File: src/rtl/calc_exec_ctrl.sv
//
// calc_exec_ctrl -- execute sequencer for the calculator.
//
// Accepts two signed-magnitude fixed-point operands (value = mag / SCALE)
// and an op code from calc_logic, runs them through one shared iterative
// datapath (shift-add multiplier followed by a restoring divider) and
// returns a signed-magnitude result over a start/busy/done handshake.
//
// Ports:
//   clk      in   system clock
//   rst      in   asynchronous reset, active-low
//   start    in   request pulse, sampled only while idle
//   abort    in   cancel the operation in flight (CALC_EXEC_ABORT_EN only)
//   op       in   00 add, 01 sub, 10 mul, 11 div
//   a_mag    in   operand A magnitude (scaled by SCALE)
//   a_neg    in   operand A sign, 1 = negative
//   b_mag    in   operand B magnitude (scaled by SCALE)
//   b_neg    in   operand B sign, 1 = negative
//   busy     out  high while an operation is in flight
//   done     out  one-cycle pulse when res_mag/res_neg/err are valid
//   res_mag  out  result magnitude (scaled by SCALE)
//   res_neg  out  result sign, never set for a zero result
//   err      out  divide-by-zero or overflow, held with the result
//
// Configuration macro: CALC_EXEC_ABORT_EN adds the abort input. Without
// it an operation can only be cancelled by rst.
//
// Cycle plan after the accepting edge k:
//   add/sub/div-by-zero : ADDSUB (1) -> FIN (1)              done at k+2
//   mul/div             : MUL (W) -> DIV (1 load + 2W) -> FIN done at k+3W+2
// Mul computes (a*b)/SCALE, div computes (a*SCALE)/b; both use the same
// multiplier pass followed by the same divider pass.

module calc_exec_ctrl #(
    parameter int W       = 24,
    parameter int SCALE   = 1000,
    parameter int MAX_MAG = 9999999
) (
    input  logic         clk,
    input  logic         rst,
    input  logic         start,
`ifdef CALC_EXEC_ABORT_EN
    input  logic         abort,
`endif
    input  logic [1:0]   op,
    input  logic [W-1:0] a_mag,
    input  logic         a_neg,
    input  logic [W-1:0] b_mag,
    input  logic         b_neg,
    output logic         busy,
    output logic         done,
    output logic [W-1:0] res_mag,
    output logic         res_neg,
    output logic         err
);

    localparam int CW = $clog2(2*W + 1);
    localparam logic [W-1:0]   SCALE_W  = W'(SCALE);
    localparam logic [2*W-1:0] MAX_WIDE = (2*W)'(MAX_MAG);
    localparam logic [CW-1:0]  MUL_LAST = CW'(W - 1);
    localparam logic [CW-1:0]  DIV_LAST = CW'(2*W);

    typedef enum logic [2:0] {
        IDLE,
        ADDSUB,
        MUL,
        DIV,
        FIN
    } state_t;

    state_t          state;
    logic [1:0]      op_r;
    logic [W-1:0]    a_r;
    logic            a_neg_r;
    logic [W-1:0]    b_r;
    logic            b_neg_r;
    logic [CW-1:0]   cnt;

    // Multiplier: acc accumulates the product, mcand shifts left and
    // mplier shifts right. In the divider acc holds the dividend bits that
    // are still to be consumed and collects the quotient from the bottom.
    logic [2*W-1:0]  acc;
    logic [2*W-1:0]  mcand;
    logic [W-1:0]    mplier;
    logic [W-1:0]    div_rem;

    // Unchecked result, qualified for overflow in FIN.
    logic [2*W-1:0]  calc_mag;
    logic            calc_neg;
    logic            calc_err;

    logic            b_neg_eff;
    logic [2*W-1:0]  a_wide;
    logic [2*W-1:0]  b_wide;
    logic [W-1:0]    div_den;
    logic [W:0]      div_tmp;
    logic [W:0]      div_diff;
    logic            div_bit;
    logic [W-1:0]    div_rem_next;

    // Operand preparation and one restoring-division step. The divisor is
    // SCALE for mul (rescale the product) and b for div.
    always_comb begin
        b_neg_eff    = b_neg_r ^ (op_r == 2'b01);
        a_wide       = {{W{1'b0}}, a_r};
        b_wide       = {{W{1'b0}}, b_r};
        div_den      = (op_r == 2'b11) ? b_r : SCALE_W;
        div_tmp      = {div_rem, acc[2*W-1]};
        div_diff     = div_tmp - {1'b0, div_den};
        div_bit      = (div_tmp >= {1'b0, div_den});
        div_rem_next = div_bit ? div_diff[W-1:0] : div_tmp[W-1:0];
    end

    // Sequencer and datapath. Outputs are registered; res_*/err only move
    // in FIN so they stay stable for the whole time busy is high.
    always_ff @(posedge clk or negedge rst) begin
        if (!rst) begin
            state    <= IDLE;
            busy     <= 1'b0;
            done     <= 1'b0;
            res_mag  <= '0;
            res_neg  <= 1'b0;
            err      <= 1'b0;
            op_r     <= 2'b00;
            a_r      <= '0;
            a_neg_r  <= 1'b0;
            b_r      <= '0;
            b_neg_r  <= 1'b0;
            cnt      <= '0;
            acc      <= '0;
            mcand    <= '0;
            mplier   <= '0;
            div_rem  <= '0;
            calc_mag <= '0;
            calc_neg <= 1'b0;
            calc_err <= 1'b0;
        end else begin
            done <= 1'b0;
`ifdef CALC_EXEC_ABORT_EN
            if (abort && (state != IDLE)) begin
                state <= IDLE;
                busy  <= 1'b0;
            end else
`endif
            begin
                case (state)
                    IDLE: begin
                        if (start) begin
                            op_r    <= op;
                            a_r     <= a_mag;
                            a_neg_r <= a_neg;
                            b_r     <= b_mag;
                            b_neg_r <= b_neg;
                            busy    <= 1'b1;
                            cnt     <= '0;
                            acc     <= '0;
                            mcand   <= {{W{1'b0}}, a_mag};
                            mplier  <= (op == 2'b11) ? SCALE_W : b_mag;
                            // Divide by zero bypasses the iterative path and
                            // is flagged in ADDSUB, giving add/sub latency.
                            if (!op[1] || (op == 2'b11 && b_mag == '0)) begin
                                state <= ADDSUB;
                            end else begin
                                state <= MUL;
                            end
                        end
                    end

                    ADDSUB: begin
                        calc_err <= 1'b0;
                        if (op_r == 2'b11) begin
                            calc_mag <= '0;
                            calc_neg <= 1'b0;
                            calc_err <= 1'b1;
                        end else if (a_neg_r == b_neg_eff) begin
                            calc_mag <= a_wide + b_wide;
                            calc_neg <= a_neg_r;
                        end else if (a_r >= b_r) begin
                            calc_mag <= a_wide - b_wide;
                            calc_neg <= a_neg_r;
                        end else begin
                            calc_mag <= b_wide - a_wide;
                            calc_neg <= b_neg_eff;
                        end
                        state <= FIN;
                    end

                    MUL: begin
                        if (mplier[0]) begin
                            acc <= acc + mcand;
                        end
                        mcand  <= {mcand[2*W-2:0], 1'b0};
                        mplier <= {1'b0, mplier[W-1:1]};
                        if (cnt == MUL_LAST) begin
                            cnt   <= '0;
                            state <= DIV;
                        end else begin
                            cnt <= cnt + 1'b1;
                        end
                    end

                    // First DIV cycle clears the remainder; the next 2W
                    // cycles each retire one quotient bit into acc.
                    DIV: begin
                        if (cnt == '0) begin
                            div_rem <= '0;
                            cnt     <= cnt + 1'b1;
                        end else begin
                            div_rem <= div_rem_next;
                            acc     <= {acc[2*W-2:0], div_bit};
                            if (cnt == DIV_LAST) begin
                                calc_mag <= {acc[2*W-2:0], div_bit};
                                calc_neg <= a_neg_r ^ b_neg_r;
                                calc_err <= 1'b0;
                                cnt      <= '0;
                                state    <= FIN;
                            end else begin
                                cnt <= cnt + 1'b1;
                            end
                        end
                    end

                    // Overflow covers the full 2W-bit quotient as well as
                    // the add carry; any error reports +0.
                    FIN: begin
                        if (calc_err || (calc_mag > MAX_WIDE)) begin
                            res_mag <= '0;
                            res_neg <= 1'b0;
                            err     <= 1'b1;
                        end else begin
                            res_mag <= calc_mag[W-1:0];
                            res_neg <= calc_neg && (calc_mag != '0);
                            err     <= 1'b0;
                        end
                        done  <= 1'b1;
                        busy  <= 1'b0;
                        state <= IDLE;
                    end

                    default: begin
                        state <= IDLE;
                        busy  <= 1'b0;
                    end
                endcase
            end
        end
    end

endmodule

File: config.mk
export PLATFORM = sky130hd
export DESIGN_NAME = calc_exec_ctrl
export DESIGN_NICKNAME = d
export VERILOG_FILES = /design/src/rtl/calc_exec_ctrl.sv
export SDC_FILE = /design/constraint.sdc
export NUM_CORES = 1
export LEC_CHECK = 0
export BUFFER_PORTS_ARGS = -buffer_cell sky130_fd_sc_hd__buf_2
export CAP_MARGIN = 15
export CORE_MARGIN = 2
export CORE_UTILIZATION = 50
export DETAILED_ROUTE_END_ITERATION = 12
export PLACE_DENSITY = 0.67
export SYNTH_ARGS = -nofsm -noshare
export SYNTH_HDL_FRONTEND = slang
export SYNTH_SLANG_ARGS = --single-unit
File: constraint.sdc
create_clock -name clk -period 4.3 [get_ports clk]
set_input_delay 0.645 -clock clk [delete_from_list [all_inputs] [get_ports clk]]
set_output_delay 0.645 -clock clk [all_outputs]
set_load 0.05 [all_outputs]
==> metrics, run 1 <==
outcome finished, final reports clean; ant diodes 0; Unique masters post-synth 74; Clock Sinks 283; Synth area leaders dfrtp_1 37%, ha_1 9.5%, a21oi_1 5.5%; gr ovfl total 0; Relative slew margins 0.326; Final Setup Violations 0; synthesis-to-finish area growth 12.3%; EDFF count, synth 0; ys flop type dfrtp_1; worst min path class in2async; Tot Pwr about 6000 uW; core area 37600 um2; cell mode on critical path o21ai_1; number of top-level pins 83; clock skew 0.0257 ns; CP required 4.74 ns; Setup TNS 0 ns; final instance area 21400 um2; Crit Reg-Reg Startpoint a_r[14]$_DFFE_PN0P_; dpl cell area ~20000 um2; clk_lat worst skew 0.57 ns; Reg clk slew, reported paths 0.06 ns; post-CTS sizing 0; Syn Nets 2441; cell count of the worst reg-to-reg path 14; r2r endpoint calc_mag[1]$_DFFE_PN0P_; H-tree Lvls 2; CP Class reg2reg; first-pass GRT wire length 101000 um; Final Net Count approximately 2500; crit-path cells inv_1 -> ha_1 -> a2111oi_0 -> o21ai_1 -> o22ai_1 -> o21ai_1 -> o31ai_2 -> o21a_1 -> buf_4 -> mux2_2 -> nand2_1 -> o21ai_0 -> a221oi_1 -> nor2_1; DRC viols 0; Critical Path Stages 14; final wirelength 65200 um; clock buffer count from CTS 34; pwr dens 275 nW/um2; Yosys warnings 0; Worst Setup SP a_r[14]$_DFFE_PN0P_; post-DP HPWL 48600 um; total number of vias roughly 18000; LEAKAGE 0.0104 uW; antenna violation net count after detailed routing 0; CTS tree yes; final setup margin 0.336 ns; flops & latches, synth 283; vias in the first global route 16985; Post-CTS Setup Bufs 0; hold_ws 0.132 ns; Post-synth top cells 283 x dfrtp_1, 213 x nand2_1, 210 x nor2_1; initial core utilization 0.508; layout cells sized above 1 0.106; ys async rst share 1.00; CTS max path bufs 3; WL/cell 23.1 um; unrepaired setup endpoints after global routing no; Starting DRT DRC Count 1704; Via-to-Cell Ratio 6.31; Fmax 252 MHz; initial antenna violation count 0; Avg Inst Size Synth ~8.5 um2; Setup crit end kind flip-flop; area leader, netlist dfrtp_1; Synth Instances ~2200; CTS root buf clkbuf_16; critical path's slowest cell o21a_1; GPL Wtd Cong 0.977; count leader, synth dfrtp_1; startpoint type of the worst setup path flip-flop; sequential share of the synthesized area 0.371; buffers added on ports 82; CP Capture Point calc_mag[1]$_DFFE_PN0P_; final critical-path required period around 4.0 ns; Yosys top cell area share 0.371; largest net degree at the start of global routing 108; Crit path max-delay family compound AO/OA/AOI/OAI gates; die area 39700 um2; Crit path arrival time 4.41 ns; maximum vdd drop 0.205 mV; Final Slew Violations 0; Chip Height roughly 200 um; Total GRT Usage 0.332; Cell Area, Synth 19100 um2; FF-to-FF setup slack about 0.34 ns; WP buf/inv 2; row cnt 71; Tcrit/Tclk final 0.922; Max-Cap Viols 0; worst slack, placed 0.435 ns; DIE WIDTH 199 um; Final Hold Violating Endpoints 0; Slew @ Worst Pin 1.01 ns; Crit path largest cell delay about 0.48 ns; largest fanout on the critical path 9; DRT Pass-1 Iters 7; hold buffers post-CTS 0
==> power by group <==
part	internal (uW)	switching, uW	leakage [uW]
clock	1830	1250	0.000589
combinational	29.1	107	0.00644
sequential	2660	0	0.00339
==> final cells by class <==
| class | instances | area (um2) |
|---|---|---|
| fillers | 3469 | 16200 |
| multi-input cells | 1703 | 11100 |
| flip-flops and latches | 283 | 7080 |
| repair buffers | 150 | 1010 |
| clock buffers | 41 | 948 |
| well taps | 511 | 639 |
| inverters | 112 | 420 |
| clock inverters | 19 | 230 |
==> per-stage QoR <==
stage	utilization	instances
floorplan	-	2236
global placement	0.538	2759
detailed placement	0.538	2759
CTS	0.570	2819
global route	0.570	2819
finish	0.570	2819
==> cells by family (layout without fill, tap and decap cells) <==
| family | after synthesis | count (layout) | synth area share |
|---|---|---|---|
| AO/OA/AOI/OAI | 804 | 804 | 0.274 |
| AND/OR/NAND/NOR | 640 | 640 | 0.151 |
| flip-flops | 283 | 283 | 0.371 |
| buffers and inverters | 250 | 322 | 0.0509 |
| adder cells (fa/ha/maj) | 150 | 150 | 0.100 |
| XOR/XNOR | 86 | 86 | 0.0395 |
| multiplexers | 23 | 23 | 0.0125 |
==> cells in the final DEF, fill, tap and decap left out, drive strengths merged, types with 10 or more instances in the layout <==
cell type and count:
a21o 67, ha 145, nor2 210, a221oi 28
clkinv 10, dfrtp 283, nor2b 12, o21bai 24
nand2b 22, nand3 44, o21a 20, nand2 213
nand4 32, a211oi 17, a21oi 210, a222oi 18
nor4 17, o211ai 11, buf 150, o31ai 12
and3 24, inv 116, xnor2 54, mux2i 16
o22ai 58, clkbuf 41, a31oi 26, o21ai 181
a22o 52, xor2 32, a22oi 20, nor3 32
==> metal layers <==
metal / up-vias / share of wire / global-route usage
met5: - / 0 / 0
met4: 0 / 0.041 / 0.129
met3: 144 / 0.067 / 0.0513
met2: 708 / 0.46 / 0.529
met1: 8701 / 0.43 / 0.455
li1: 8236 / - / -
==> worst min-delay path by stage <==
stage                    startpoint                    to  depth (start not counted)
3_5_place_dp   calc_neg$_DFFE_PN0P_  calc_neg$_DFFE_PN0P_                          2
3_3_place_gp   calc_neg$_DFFE_PN0P_  calc_neg$_DFFE_PN0P_                          2
6_report                        rst       err$_DFFE_PN0P_                          1
4_1_cts                         rst   acc[36]$_DFFE_PN0P_                          1
5_1_grt                         rst       err$_DFFE_PN0P_                          1
2_1_floorplan                   rst   a_neg_r$_DFFE_PN0P_                          0
==> flip-flops by register name, summed over array words and instances, names as in the netlist, 2 cells and up <==
signal,cells
res_mag,24
calc_mag,48
mcand,48
cnt,6
acc,48
div_rem,24
a_r,24
mplier,24
op_r,2
b_r,24
state,3
(Power assumes the default switching activity.)
==> run 2: changes to the inputs <==
--- a/config.mk
+++ b/config.mk
@@ -6,4 +6,5 @@
 export NUM_CORES = 1
 export LEC_CHECK = 0
+export ABC_AREA = 1
 export BUFFER_PORTS_ARGS = -buffer_cell sky130_fd_sc_hd__buf_2
 export CAP_MARGIN = 15
==> constraint.sdc (replaced) <==
create_clock -name clk -period 4.3 [get_ports clk]
set_input_delay 0.645 -clock clk [delete_from_list [all_inputs] [get_ports clk]]
set_output_delay 0.645 -clock clk [all_outputs]
set_load 0.1 [all_outputs]
==> run 2 against run 1 <==
Compared with the run above:
- register-to-register slack better by 0.23 ns
- total power rose to 3.6 times the previous value
- critical path depth unchanged
- clock-buffer cell count up 8
- worst hold slack worse by 0.059 ns
- combinational power rose to 100 times the previous value
- area after synthesis up 19%
- sequential share of layout area down 4.4 points
- largest cell class unchanged
- highest routed layer unchanged
==> metrics, run 2 <==
outcome finished, final reports clean; initial antenna violation count 2; DIE WIDTH 217 um; synthesis-to-finish area growth 8.86%; CTS root buf clkbuf_16; buffers added on ports slightly above 80; cell count of the worst reg-to-reg path 14; Starting DRT DRC Count between 2000 and 2500; Tcrit/Tclk final 0.867; Final Slew Violations 0; total internal power 9160 uW; initial core utilization 0.503; first-pass GRT wire length 127000 um; Syn Nets 3699; Cell Area, Synth roughly 23000 um2; GPL Wtd Cong 1.11; total number of vias between 20000 and 25000; Final Hold Violating Endpoints 0; Final Net Count 3733; ys flop type dfrtp_1; Chip Height 217 um; Total GRT Usage 0.349; r2r endpoint div_rem[23]$_DFFE_PN0P_; largest fanout on the critical path 38; main combinational cell family by area after synthesis simple AND/OR/NAND/NOR gates; compound-gate portion of the synthesized area 0.147; fin cells 4156; count leader, synth nand2_1; H-tree Lvls 2; fillers 4590; Max-Cap Viols 0; Post-CTS Setup Bufs 0; Largest regs acc: 48 flops, calc_mag: 48 flops, mcand: 48 flops; Tot Pwr 21000 uW; final instance area 24700 um2; Simple-Gate Fraction of Synth Area 0.321; Synth Instances roughly 3500; antenna violation net count after detailed routing 0; CP Class reg2reg; Setup crit end kind flip-flop; Comb power frac 0.651; adder-cell share of the synthesized area 0.0843; Sw Ratio 0.564; Unique masters post-synth 50; Slew @ Worst Pin 1.07 ns; sequential share of the synthesized area 0.312; FF-to-FF setup slack 0.57 ns; Post-synth top cells 1159 x nand2_1, 535 x inv_1, 283 x dfrtp_1; Setup TNS 0 ns; WL/cell 20.0 um; Placed Cells incl. Taps 4090; pwr dens 851 nW/um2; Yosys warnings 0; CTS max path bufs 3; CTS tree yes; Yosys top cell area share 0.312; commonest non-fill, non-tap cell in the layout nand2_1; Synth Area in XOR/XNOR 0.0200; row cnt 78; final critical-path required period 3.73 ns; Synth area leaders dfrtp_1 31%, nand2_1 19%, inv_1 8.8%; mux share of post-synthesis cell area 0; die area 47100 um2; final wirelength 83000 um; Reg clk slew, reported paths ~0.060 ns; clock buffer count from CTS 35; clock skew 0.0305 ns; Avg Inst Size Synth 6.50 um2; flops & latches, synth 283; LEAKAGE ~0.013 uW; Clk network pwr share 0.145; Via-to-Cell Ratio 5.68; EDFF count, synth 0; worst min path class in2async; most frequent cells in the layout 1159 x nand2_1, 533 x inv_1, 283 x dfrtp_1; CP required 4.73 ns; Relative slew margins 0.284; FF+latch area ~7100 um2; multi-input logic area 13000 um2; clk_lat worst skew a little under 0.6 ns; ys async rst share 1.00; gr ovfl total 0; core area 45100 um2; DRC viols 0; Crit Reg-Reg Startpoint op_r[1]$_DFFE_PN0P_; largest net degree at the start of global routing 103; post-CTS sizing 0; Fmax roughly 270 MHz; layout cells sized above 1 0.0645; Clock Sinks 283; hold buffers post-CTS 0; DRT Pass-1 Iters 6; Crit path arrival time between 4 and 5 ns; startpoint type of the worst setup path flip-flop; vias in the first global route around 22000; dpl cell area 23500 um2; unrepaired setup endpoints after global routing no; post-DP HPWL 66200 um; Switching Power 11900 uW; area leader, netlist dfrtp_1; Final Setup Violations 0; number of top-level pins 83; sequential power share 0.204; maximum vdd drop 0.546 mV
-- run 2: changes by cell type after synthesis, sizes merged, moves of 24 or more --
cell	delta
a21o	-62
a221oi	-28
a22o	-52
and3	-24
buf	+32
clkbuf	-62
inv	+436
nand2	+954
nand3	+174
nand4	+24
nor2	+52
o21ai	+40
o221ai	+26
xnor2	-40
-- run 2: cells by family (layout without fill, tap and decap cells) --
group,after synthesis,in the layout
AOI/OAI and AO/OA,582,582
and+or+nand+nor,1773,1773
DFF,283,283
adders and majority gates,150,150
xor gates and xnor gates,50,50
buffers and inverters,656,715
other,0,3
-- run 2: power by group through the flow --
stage	combinational [uW]	sequential [uW]	clock [uW]
detailed placement	13200	4310	0
floorplan	9390	4120	0
finish	13700	4280	3050
global route	14900	4380	3180
global placement	13200	4260	0
CTS	13300	4270	3080
-- run 2: layout make-up --
type,count,share of cell area
Timing Repair Buffer,105,0.0250
Antenna cell,3,0.000304
Sequential cell,283,0.287
Tap cell,600,0.0304
Multi-Input combinational cell,2555,0.527
Inverter,548,0.0834
Clock buffer,49,0.0408
Clock inverter,13,0.00663
-- run 2: critical path: stages (launching register included) --
cell,delay [ns]
dfrtp_1,0.36
nand2_1,0.22
inv_2,0.41
nand2_1,0.13
ha_1,0.41
nand2_1,0.11
nor2_1,0.22
nand4_1,0.16
nor4_1,0.28
nand3_1,0.39
nand3_1,0.20
buf_4,0.40
nand3_1,0.14
nand3_1,0.09
nand2_1,0.07
-- run 2: metrics by stage --
step	hold WS [ns]	utilization	setup slack, ns
after CTS	0.125	0.547	0.636
after global placement	0.463	0.521	0.702
after floorplan	0.349	-	1.62
after global routing	0.139	0.548	0.230
after detailed placement	0.470	0.521	0.643
final	0.0728	0.548	0.570
-- run 2: worst max path at each step --
stage | from | to | cells after the start
CTS | op_r[1]$_DFFE_PN0P_ | div_rem[23]$_DFFE_PN0P_ | 14
finish | op_r[1]$_DFFE_PN0P_ | div_rem[23]$_DFFE_PN0P_ | 14
global placement | op_r[0]$_DFFE_PN0P_ | div_rem[21]$_DFFE_PN0P_ | 14
global route | op_r[1]$_DFFE_PN0P_ | div_rem[4]$_DFFE_PN0P_ | 14
detailed placement | op_r[1]$_DFFE_PN0P_ | div_rem[20]$_DFFE_PN0P_ | 14
floorplan | op_r[0]$_DFFE_PN0P_ | div_rem[23]$_DFFE_PN0P_ | 16
-- run 2: routing by layer --
layer	routed length, um	track usage	vias to the layer above
met3	6210	0.0545	235
li1	-	-	11253
met2	37500	0.559	1051
met4	4830	0.188	0
met5	0	0	-
met1	34400	0.454	11049
